File: src/rtl/uart_cmd_rx.sv
// UART 8N1 receiver with 16x oversampling that turns ASCII command bytes
// into stopwatch strobes.
// Ports: clk, rst (sync, active high), rx (async serial in, idle high);
//        o_rx_data (last good byte), o_rx_done / o_frame_err (1-clk strobes),
//        o_runstop / o_clear (1-clk command strobes), o_option (toggled level).
module uart_cmd_rx #(
  parameter int CLK_FREQ   = 100_000_000,
  parameter int BAUD       = 9600,
  parameter int OVERSAMPLE = 16
) (
  input  logic       clk,
  input  logic       rst,
  input  logic       rx,
  output logic [7:0] o_rx_data,
  output logic       o_rx_done,
  output logic       o_frame_err,
  output logic       o_runstop,
  output logic       o_clear,
  output logic       o_option
);

  localparam int DIV = CLK_FREQ / (BAUD * OVERSAMPLE);
  localparam int DW  = (DIV > 1) ? $clog2(DIV) : 1;

  typedef enum logic [1:0] {IDLE, START, DATA, STOP} state_t;

  state_t        state_q, state_d;
  logic          rx_m_q, rx_s_q;
  logic [DW-1:0] div_q, div_d;
  logic [3:0]    tcnt_q, tcnt_d;
  logic [2:0]    bcnt_q, bcnt_d;
  logic [7:0]    shreg_q, shreg_d;
  logic [7:0]    data_q, data_d;
  logic          done_q, done_d;
  logic          ferr_q, ferr_d;
  logic          rs_q, rs_d;
  logic          clr_q, clr_d;
  logic          opt_q, opt_d;
  logic          tick;

  always_ff @(posedge clk) begin
    if (rst) begin
      state_q <= IDLE;
      rx_m_q  <= 1'b1;
      rx_s_q  <= 1'b1;
      div_q   <= '0;
      tcnt_q  <= '0;
      bcnt_q  <= '0;
      shreg_q <= '0;
      data_q  <= '0;
      done_q  <= 1'b0;
      ferr_q  <= 1'b0;
      rs_q    <= 1'b0;
      clr_q   <= 1'b0;
      opt_q   <= 1'b0;
    end else begin
      state_q <= state_d;
      rx_m_q  <= rx;
      rx_s_q  <= rx_m_q;
      div_q   <= div_d;
      tcnt_q  <= tcnt_d;
      bcnt_q  <= bcnt_d;
      shreg_q <= shreg_d;
      data_q  <= data_d;
      done_q  <= done_d;
      ferr_q  <= ferr_d;
      rs_q    <= rs_d;
      clr_q   <= clr_d;
      opt_q   <= opt_d;
    end
  end

  assign tick = (div_q == DW'(DIV - 1));

  always_comb begin
    state_d = state_q;
    div_d   = tick ? '0 : div_q + 1'b1;
    tcnt_d  = tcnt_q;
    bcnt_d  = bcnt_q;
    shreg_d = shreg_q;
    data_d  = data_q;
    done_d  = 1'b0;
    ferr_d  = 1'b0;
    // Decode the byte published last cycle; only one match is possible.
    rs_d    = done_q && (data_q == 8'h52 || data_q == 8'h72);
    clr_d   = done_q && (data_q == 8'h43 || data_q == 8'h63);
    opt_d   = opt_q ^ (done_q && (data_q == 8'h4D || data_q == 8'h6D));

    case (state_q)
      IDLE: begin
        if (!rx_s_q) begin
          state_d = START;
          tcnt_d  = '0;
          // Align tick phase to the falling edge.
          div_d   = '0;
        end
      end
      START: begin
        if (tick) begin
          if (tcnt_q == 4'd7) begin
            tcnt_d = '0;
            bcnt_d = '0;
            state_d = rx_s_q ? IDLE : DATA;
          end else begin
            tcnt_d = tcnt_q + 1'b1;
          end
        end
      end
      DATA: begin
        if (tick) begin
          tcnt_d = tcnt_q + 1'b1;
          if (tcnt_q == 4'd15) begin
            shreg_d = {rx_s_q, shreg_q[7:1]};
            if (bcnt_q == 3'd7) state_d = STOP;
            else bcnt_d = bcnt_q + 1'b1;
          end
        end
      end
      STOP: begin
        if (tick) begin
          tcnt_d = tcnt_q + 1'b1;
          // Leave mid stop bit so a following start edge is not missed.
          if (tcnt_q == 4'd15) begin
            state_d = IDLE;
            if (rx_s_q) begin
              data_d = shreg_q;
              done_d = 1'b1;
            end else begin
              ferr_d = 1'b1;
            end
          end
        end
      end
      default: state_d = IDLE;
    endcase
  end

  assign o_rx_data   = data_q;
  assign o_rx_done   = done_q;
  assign o_frame_err = ferr_q;
  assign o_runstop   = rs_q;
  assign o_clear     = clr_q;
  assign o_option    = opt_q;

endmodule

File: config.mk
export PLATFORM = sky130hd
export DESIGN_NAME = uart_cmd_rx
export DESIGN_NICKNAME = d
export VERILOG_FILES = /design/src/rtl/uart_cmd_rx.sv
export SDC_FILE = /design/constraint.sdc
export NUM_CORES = 1
export LEC_CHECK = 0
export CORE_MARGIN = 1
export CORE_UTILIZATION = 41
export DETAILED_ROUTE_END_ITERATION = 10
export HOLD_SLACK_MARGIN = 0.03
export PLACE_DENSITY = 0.58
export SKIP_LAST_GASP = 1
export SYNTH_ARGS = -nofsm -noshare
export SYNTH_HDL_FRONTEND = slang
export SYNTH_SLANG_ARGS = --single-unit
File: constraint.sdc
create_clock -name clk -period 2.8 [get_ports clk]
set_input_delay 0.42 -clock clk [delete_from_list [all_inputs] [get_ports clk]]
set_output_delay 0.42 -clock clk [all_outputs]
set_load 0.03 [all_outputs]
Word level (Yosys, flattened, before mapping)
Cells that the tools add are included.
W data, S select, Z words.
{"block": "classes", "bitwise": 4, "n_eq_ne": 23, "reduce_logical": 15, "addsub": 3, "n_mux": 26}
{"operator": "$eq A8 B7 Y1 const B", "n": 6}
{"operator": "$mux W10", "n": 3}
{"operator": "$mux W2", "n": 9}
{"operator": "$ne A2 B2 Y1 const B", "n": 9}
{"operator": "$mux W4", "n": 4}
{"operator": "$mux W3", "n": 5}
{"operator": "$pmux W4 S3", "n": 1}
{"operator": "$add A10 B1 Y10 const B", "n": 1}
{"operator": "$eq A10 B10 Y1 const B", "n": 1}
{"operator": "$pmux W2 S4", "n": 1}
{"operator": "$reduce_and A8 Y1", "n": 1}
{"operator": "$pmux W3 S2", "n": 1}
{"operator": "$reduce_and A3 Y1", "n": 2}
{"operator": "$reduce_and A6 Y1", "n": 1}
{"operator": "$add A4 B1 Y4 const B", "n": 1}
{"operator": "$eq A2 B2 Y1 const B", "n": 2}
{"operator": "$eq A4 B3 Y1 const B", "n": 1}
{"operator": "$eq A4 B4 Y1 const B", "n": 1}
{"operator": "$reduce_and A4 Y1", "n": 1}
{"operator": "$reduce_or A4 Y1", "n": 1}
{"operator": "$add A3 B1 Y3 const B", "n": 1}
{"operator": "$eq A3 B3 Y1 const B", "n": 1}
{"operator": "$logic_and A1 B1 Y1", "n": 3}
{"operator": "$logic_or A1 B1 Y1", "n": 3}
{"operator": "other kinds (8)", "n": 11}
{"block": "totals", "inputBits": 3, "out_inout_bits": 13, "regBits": 42, "elab_cells": 84}

Depth between registers and ports, before layout
Gate-level depths: netlist of the first run.
{"block": "depth", "word_depth": 5, "depth_mapped": 8, "mapped_depth_nobuf": 6}

Worst setup path after synthesis of the first run
OpenSTA, ideal clock, no wires.
{"block": "synth_timing", "path_kind": "flip-flop to flip-flop", "startpoint": "register div_q[0]", "endpoint": "register state_q[0]", "period_less_slack_ps": 2216, "stages_incl_launch_ff": 7, "required_time_ps": 2679, "slack_ps": 584, "t_arrival_ps": 2096, "path_buffers": 0, "setup_time_ps": 121, "cell_sequence": "dfxtp_1 inv_1 ha_1 or3b_4 or4_2 a22oi_1 mux2_2"}
{"block": "synth_between", "elab_chain_cells": 3, "word_cells_on_any_way": 5, "classes_between": "eq/ne: 4; reduce/logical: 1"}
{"item": "from (decl)", "line_no": "29", "text": "logic [DW-1:0] div_q, div_d;"}
{"item": "from (signal assigned)", "line_no": "60", "text": "div_q <= div_d;"}
{"item": "$eq A10 B10 Y1 *", "line_no": "73", "text": "assign tick = (div_q == DW'(DIV - 1));"}
{"item": "$ne A2 B2 Y1 (no line)"}
{"item": "$reduce_and A8 Y1 (no line) *"}
{"item": "to (signal assigned)", "line_no": "57", "text": "state_q <= state_d;"}
{"item": "to (decl)", "line_no": "27", "text": "state_t state_q, state_d;"}
Mark *: on every way between the ends. The rest lies on a longest branch, timed or not.
A chain may end at the register's enable or synchronous reset.

Worst setup path in the final report of the first run
Same ends and word-level chain as after synthesis.

==> results of run 1 <==
logic make-up (layout without fill, tap and decap cells):
group                    count (synthesis)  after routing
multiplexers                            18             18
XOR/XNOR                                 9              9
buffers and inverters                   12             27
AO/OA/AOI/OAI                           21             21
AND/OR/NAND/NOR                         87             87
flip-flops                              42             42
adder cells (fa/ha/maj)                  5              5
how the worst min path moves through the flow:
stage | start | to | slack, ps | cells after the start
floorplan | rx_m_q | rx_s_q | 390 | 1
global placement | rx_m_q | rx_s_q | 390 | 1
detailed placement | rx_m_q | rx_s_q | 410 | 1
CTS | rx_m_q | rx_s_q | 430 | 1
global route | rx_m_q | rx_s_q | 440 | 1
finish | rx_m_q | rx_s_q | 430 | 1
critical path, cell delays in order (launching register included):
cell	delay [ps]
sky130_fd_sc_hd__dfxtp_1	350
sky130_fd_sc_hd__inv_1	70
sky130_fd_sc_hd__ha_1	130
sky130_fd_sc_hd__or3b_4	390
sky130_fd_sc_hd__or4_2	700
sky130_fd_sc_hd__a22oi_1	250
sky130_fd_sc_hd__mux2_2	350
stage by stage:
stage | cell area [µm²] | util (%) | worst slack, ps | instances | hold slack (ps)
5_1_grt | 2180 | 50.0 | 377 | 261 | 442
2_1_floorplan | 1850 | - | 584 | 194 | 389
6_report | 2180 | 50.0 | 452 | 261 | 426
3_5_place_dp | 2040 | 46.8 | 461 | 253 | 408
3_3_place_gp | 2040 | 46.8 | 537 | 253 | 393
4_1_cts | 2180 | 50.0 | 449 | 261 | 428
per-layer routing:
layer  track usage, %  share of wire, %  vias to the layer above
met4             6.12               1.8                        0
li1                 -                 -                      712
met1             19.2                50                      626
met5                0                 0                        -
met2             24.9                45                       26
met3             4.39               3.3                        6
flip-flops by register name (all words and copies together), names as in the netlist, named ones only:
register	flops
bcnt_q	3
div_q	10
o_clear	1
o_frame_err	1
o_option	1
o_runstop	1
o_rx_data	8
o_rx_done	1
rx_m_q	1
rx_s_q	1
shreg_q	8
state_q	1
tcnt_q	4
synthesized netlist by cell type (2+ instances only):
| master | n |
|---|---|
| sky130_fd_sc_hd__dfxtp_1 | 42 |
| sky130_fd_sc_hd__nand2b_1 | 20 |
| sky130_fd_sc_hd__nor2_1 | 19 |
| sky130_fd_sc_hd__mux2i_1 | 16 |
| sky130_fd_sc_hd__clkbuf_1 | 7 |
| sky130_fd_sc_hd__nand2_1 | 7 |
| sky130_fd_sc_hd__xnor2_1 | 7 |
| sky130_fd_sc_hd__nand3_1 | 6 |
| sky130_fd_sc_hd__o21ai_0 | 6 |
| sky130_fd_sc_hd__ha_1 | 5 |
| sky130_fd_sc_hd__nor3_1 | 5 |
| sky130_fd_sc_hd__a21oi_1 | 4 |
| sky130_fd_sc_hd__inv_1 | 3 |
| sky130_fd_sc_hd__nand3b_1 | 3 |
| sky130_fd_sc_hd__nor4_1 | 3 |
| sky130_fd_sc_hd__or3_1 | 3 |
| sky130_fd_sc_hd__or4_1 | 3 |
| sky130_fd_sc_hd__a21o_1 | 2 |
| sky130_fd_sc_hd__a22oi_1 | 2 |
| sky130_fd_sc_hd__mux2_2 | 2 |
| sky130_fd_sc_hd__nand4_1 | 2 |
| sky130_fd_sc_hd__nor2b_1 | 2 |
| sky130_fd_sc_hd__nor3b_1 | 2 |
| sky130_fd_sc_hd__nor4b_1 | 2 |
| sky130_fd_sc_hd__o211ai_1 | 2 |
| sky130_fd_sc_hd__or2_2 | 2 |
| sky130_fd_sc_hd__xor2_1 | 2 |
cell type report:
class / instances / share of cell area [%]
multi-input cells: 140 / 44.1
clock buffers: 6 / 3.79
repair buffers: 16 / 7.24
inverters: 3 / 0.517
well taps: 52 / 2.99
clock inverters: 2 / 2.76
flip-flops and latches: 42 / 38.6
power groups by stage:
stage               Clock, W  Combinational [W]  Sequential, W
floorplan                  0          0.0000308       0.000622
global placement           0          0.0000382       0.000624
detailed placement         0          0.0000389       0.000625
CTS                 0.000602          0.0000390       0.000611
global route        0.000631          0.0000430       0.000612
finish              0.000585          0.0000384       0.000610
==> results.md, run 1 <==
- Sequential power share: 49.5%
- Setup slack of the worst register-to-register path: 450 ps
- Share of synthesized area occupied by flip-flops and latches: 45.5%
- Sequential cell area: 841 µm²
- Post-Syn Area per Cell: 9.53 µm²
- Multi-input combinational cell area: 961 µm²
- Height of the die: 69.2 µm
- Fraction of final layout cells sized beyond drive strength 1: 7.18%
- Data required time at the worst endpoint: 2990 ps
- Fill cells: 402
- Beginning of the worst register-to-register path: div_q[0]
- Final Critical Period: 2350 ps
- Main synth FF type: sky130_fd_sc_hd__dfxtp_1
- Cell count after synthesis: 194
- Number of hold violations in the final report: 0
- Total congestion overflow after global routing: 0
- Share of total power in combinational logic: 3.1%
- End of the worst register-to-register path: state_q[0]
- Depth of the worst register-to-register path: 6
- Number of synthesized flops with an enable pin: 0
- Layout Skew: 6.15 ps
- Async set-reset flop share out of synthesis: 0%
- Placement row count: 24
- Mux share of post-synthesis cell area: 9.88%
- Highest net fanout along the worst path: 5
- Simple-gate share of the synthesized area: 27.0%
- Count of inserted antenna diode cells: 0
- Count of buffers added by post-CTS timing repair for setup: 0
- Count of distinct cell types in the synthesized netlist: 42
- Internal: 0.00100 W
- Static Leakage: 0.823 nW
- Largest cells by area after synthesis: sky130_fd_sc_hd__dfxtp_1, sky130_fd_sc_hd__mux2i_1, sky130_fd_sc_hd__nand2b_1
- Post-synthesis share of cell area spent on full adders, half adders and majority gates: 3.38%
- Initial DRC count: 28
- Crit path arrival time: 2540 ps
- Wire length of the first global-routing pass: 6000 µm
- Compound-Gate Fraction of Synth Area: 7.44%
- Final #Nets: 216
- Synthesized-area fraction occupied by xor and xnor cells: 4.26%
- Sum of negative setup slack: 0 ps
- Pin slew with the least headroom to its limit: 616 ps
- Effective utilization at floorplan: 42.5%
- Critical path class: register to register
- Summed instance area of the synthesized netlist: 0.00185 mm²
- Synth Warn #: 0
- IR drop worst, VDD: 0.000234 V
- Beginning of the critical path: div_q[0]
- Max Transition Viols Final: 0
- Clock slew at reported path FFs: 80 ps
- Proportion of power drawn by the clock network: 47.4%
- Overall routed net length: 3320 µm
- Total of hold buffers inserted after clock tree synthesis: 0
- Net Sw Power: 0.000232 W
- Quantity of gates resized following cts: 0
- Run status: complete, no violations
- Dominant combinational cell family by area after synthesis: simple AND/OR/NAND/NOR gates
- Number of H-tree levels: 2
- Die area: 0.00478 mm²
- Final number of setup-violating endpoints: 0
- Post-route DRC violation count: 0
- Portion of synthesized cell area occupied by the leading cell type: 45.5%
- Fraction of power spent switching nets: 18.8%
- Post-detail-place hpwl: 2400 µm
- Pin count of the biggest net entering global routing: 29
- Routed len/inst: 12.7 µm
- Total design power: 0.00123 W
- Area delta synth->final: 17.8%
- RSZ-0062 raised after global routing: false
- Total of flip-flops plus latches after synthesis: 42
- Clock tree root buffer cell: sky130_fd_sc_hd__clkbuf_8
- Most area-hungry cell type in the Yosys netlist: sky130_fd_sc_hd__dfxtp_1
- Detail Route Antenna Nets: 0
- Destination of the critical timing path: state_q[0]
- Type of element launching the critical path: register
- Hold WC Path Type: register to register
- TritonCTS buffer count: 5
- Clock sinks: 42
- Final worst path period share: 83.9%
- Final GP Congestion: 0.843
- Relative max-transition margin: 58.5%
- Clock network latency to the later pin of the worst-skew pair: 290 ps
- Global router's overall resource usage: 15.4%
- Number of global-route vias before repair: 1334
- Vias: 1370
- Quantity of I/O buffers inserted on ports: 15
- Achievable frequency: 426 MHz
- CTS tree: yes
- Maximum buffer depth of the clock tree: 2
- Mean number of vias per cell: 5.25
- Die span in x: 69.2 µm
- Capturing element type of the critical path: register
- Top-level port count: 16
- Total power per unit cell area: 566 mW/mm²
- Synthesized netlist net count: 202
- Placeable core area: 0.00435 mm²
- Most common cell after layout, fill and taps aside: sky130_fd_sc_hd__dfxtp_1
- Number of violations of the max-capacitance limit: 0
- Number of optimization iterations in the first detailed-route pass: 4
- Number of antenna violations at the first check in global routing: 0
- Commonest cells after routing, fill and taps aside: sky130_fd_sc_hd__dfxtp_1, sky130_fd_sc_hd__nand2b_1, sky130_fd_sc_hd__nor2_1, sky130_fd_sc_hd__mux2i_1, sky130_fd_sc_hd__clkdlybuf4s50_1
Note: power is estimated with default switching activity, not from simulation.
==> run 2, diff against run 1 <==
Settings changed: PLACE_DENSITY 0.58 to 0.6.
Clock period 2.8 ns to 1.9 ns, I/O delays scaled along.
==> run 2 against run 1 <==
Clock power about the same. The run now ends with negative setup slack left. Critical endpoint is now bcnt_q[2]. Sequential cell count unchanged. Worst setup slack worse by 680 ps. Largest cell class unchanged. Register-to-register slack worse by 680 ps. Critical path type unchanged. Via count up 9.6%. Non-clock buffer count up 28. Wire length up 15%.
==> results.md, run 2 (same netlist as run 1, synthesis figures left out) <==
- Number of hold violations in the final report: 0
- Die area: 0.00478 mm²
- Critical path class: register to register
- Fill cells: 369
- Placeable core area: 0.00435 mm²
- Number of optimization iterations in the first detailed-route pass: 4
- Longest individual stage delay on the worst path: 560 ps
- Clock slew at reported path FFs: 80 ps
- Data required time at the worst endpoint: 2130 ps
- Most common cell after layout, fill and taps aside: sky130_fd_sc_hd__dfxtp_1
- Clock network latency to the later pin of the worst-skew pair: 290 ps
- Final-layout worst hold slack: 411 ps
- Vias: 1502
- Global router's overall resource usage: 16.9%
- Violated checks: negative setup slack
- Total congestion overflow after global routing: 0
- Commonest cells after routing, fill and taps aside: sky130_fd_sc_hd__dfxtp_1, sky130_fd_sc_hd__buf_4, sky130_fd_sc_hd__nand2b_1, sky130_fd_sc_hd__nor2_1, sky130_fd_sc_hd__mux2i_1
- Count of inserted antenna diode cells: 0
- RSZ-0062 raised after global routing: true
- Wire length of the first global-routing pass: 6510 µm
- Post-route DRC violation count: 0
- Run status: finished, violations left
- Final #Nets: 244
- Pin count of the biggest net entering global routing: 24
- Total power per unit cell area: 640 mW/mm²
- Detail Route Antenna Nets: 0
- Post-detail-place hpwl: 2710 µm
- Layout Skew: 6.37 ps
- Routed len/inst: 13.2 µm
- Total design power: 0.00157 W
- Number of H-tree levels: 2
- Fraction of final layout cells sized beyond drive strength 1: 24.9%
- Register with the most flip-flops: div_q
- CTS tree: yes
- Die span in x: 69.2 µm
- Max Transition Viols Final: 0
- Final worst path period share: 112%
- Type of element launching the critical path: register
- Number of buffers and inverters on the critical path: 1
- Quantity of I/O buffers inserted on ports: 15
- Number of violations of the max-capacitance limit: 0
- Relative max-transition margin: 69.6%
- Maximum buffer depth of the clock tree: 2
- Crit path arrival time: 2360 ps
- Achievable frequency: 470 MHz
- Flip-flop count of the largest register, all copies and words added: 10
- Sum of negative setup slack: -1840 ps
- Static Leakage: 0.973 nW
- Clock sinks: 42
- Initial DRC count: 61
- Final number of setup-violating endpoints: 13
- Height of the die: 69.2 µm
- Total of hold buffers inserted after clock tree synthesis: 0
- Cells along the critical path: inv_2 -> ha_4 -> or3b_4 -> or4_4 -> or4b_1 -> a21oi_2
- IR drop worst, VDD: 0.000393 V
- Clock tree root buffer cell: sky130_fd_sc_hd__clkbuf_8
- Final Critical Period: 2130 ps
- Least setup slack across all paths after layout: -229 ps
- Number of antenna violations at the first check in global routing: 0
- Slowest cell on crit path: sky130_fd_sc_hd__or4b_1
- Effective utilization at floorplan: 42.5%
- Fin util: 56.4%
- Placement row count: 24
- Mean number of vias per cell: 5.20
- Top-level port count: 16
- Number of global-route vias before repair: 1468
- Kind of cell adding the most delay to the critical path: simple AND/OR/NAND/NOR gates
- Overall routed net length: 3820 µm
- Hold WC Path Type: register to register
- Final design area excluding fillers: 0.00246 mm²
- Capturing element type of the critical path: register
- Placed inst area: 0.00223 mm²
- Area delta synth->final: 32.9%
- Pin slew with the least headroom to its limit: 452 ps
- Final GP Congestion: 0.818
- TritonCTS buffer count: 5
- Highest net fanout along the worst path: 6
run 2: changes by cell type in the layout (fill, tap and decap cells not counted), moves of 3 or more:
cell / change
sky130_fd_sc_hd__a21oi_1: -3
sky130_fd_sc_hd__buf_6: +4
sky130_fd_sc_hd__a21oi_2: +3
sky130_fd_sc_hd__or4_4: +3
sky130_fd_sc_hd__buf_4: +24
run 2: worst paths after layout:
kind | start | to | slack [ps] | cells past startpoint
setup / recovery | div_q[0] | bcnt_q[2] | -230 | 6
hold / removal | rx_m_q | rx_s_q | 410 | 1
setup reg to reg | div_q[0] | bcnt_q[2] | -230 | 6
hold reg to reg | rx_m_q | rx_s_q | 410 | 1
run 2: layout make-up:
cell class                      instances  area (µm²)  area share, %
Multi-Input combinational cell        140        1060           43.3
Tap cell                               52        65.1           2.65
Inverter                                3        11.3          0.458
Timing Repair Buffer                   44         383           15.6
Clock buffer                            7        86.3           3.51
Sequential cell                        42         842           34.3
Clock inverter                          1        5.00          0.204
run 2: power breakdown:
part | leakage (nW) | internal [W] | total [W] | switching (W)
combinational | 0.585 | 0.0000452 | 0.0000907 | 0.0000455
sequential | 0.340 | 0.000889 | 0.000897 | 0.00000863
clock | 0.0482 | 0.000293 | 0.000586 | 0.000293
total | 0.973 | 0.00123 | 0.00157 | 0.000347
run 2: worst reg2reg max path, stage by stage, from the launching register on:
cell	delay (ps)
sky130_fd_sc_hd__dfxtp_2	330
sky130_fd_sc_hd__inv_2	70
sky130_fd_sc_hd__ha_4	120
sky130_fd_sc_hd__or3b_4	380
sky130_fd_sc_hd__or4_4	460
sky130_fd_sc_hd__or4b_1	560
sky130_fd_sc_hd__a21oi_2	150
run 2: what timing repair did:
| item | in CTS | in global routing |
|---|---|---|
| resized for setup | 9 | 17 |
| pin swaps | 1 | 3 |
| endpoints found under the setup margin | 15 | 36 |
| buffers inserted | 1 | 2 |
run 2: per-stage QoR:
| step | cells | worst slack (ps) |
|---|---|---|
| 3_5_place_dp | 278 | -263 |
| 4_1_cts | 287 | -201 |
| 3_3_place_gp | 278 | -186 |
| 6_report | 289 | -229 |
| 5_1_grt | 289 | -295 |
| 2_1_floorplan | 194 | -231 |
run 2: layer usage:
metal  share of wire (%)  vias to the layer above  global-route usage (%)  routed length [µm]
met2                  50                       25                    28.3                1930
met1                  46                      707                    20.5                1760
met4                 1.0                        0                    6.12                  39
met3                 2.6                        4                    4.82                  98
li1                    -                      766                       -                   -
met5                   0                        -                       0                   0
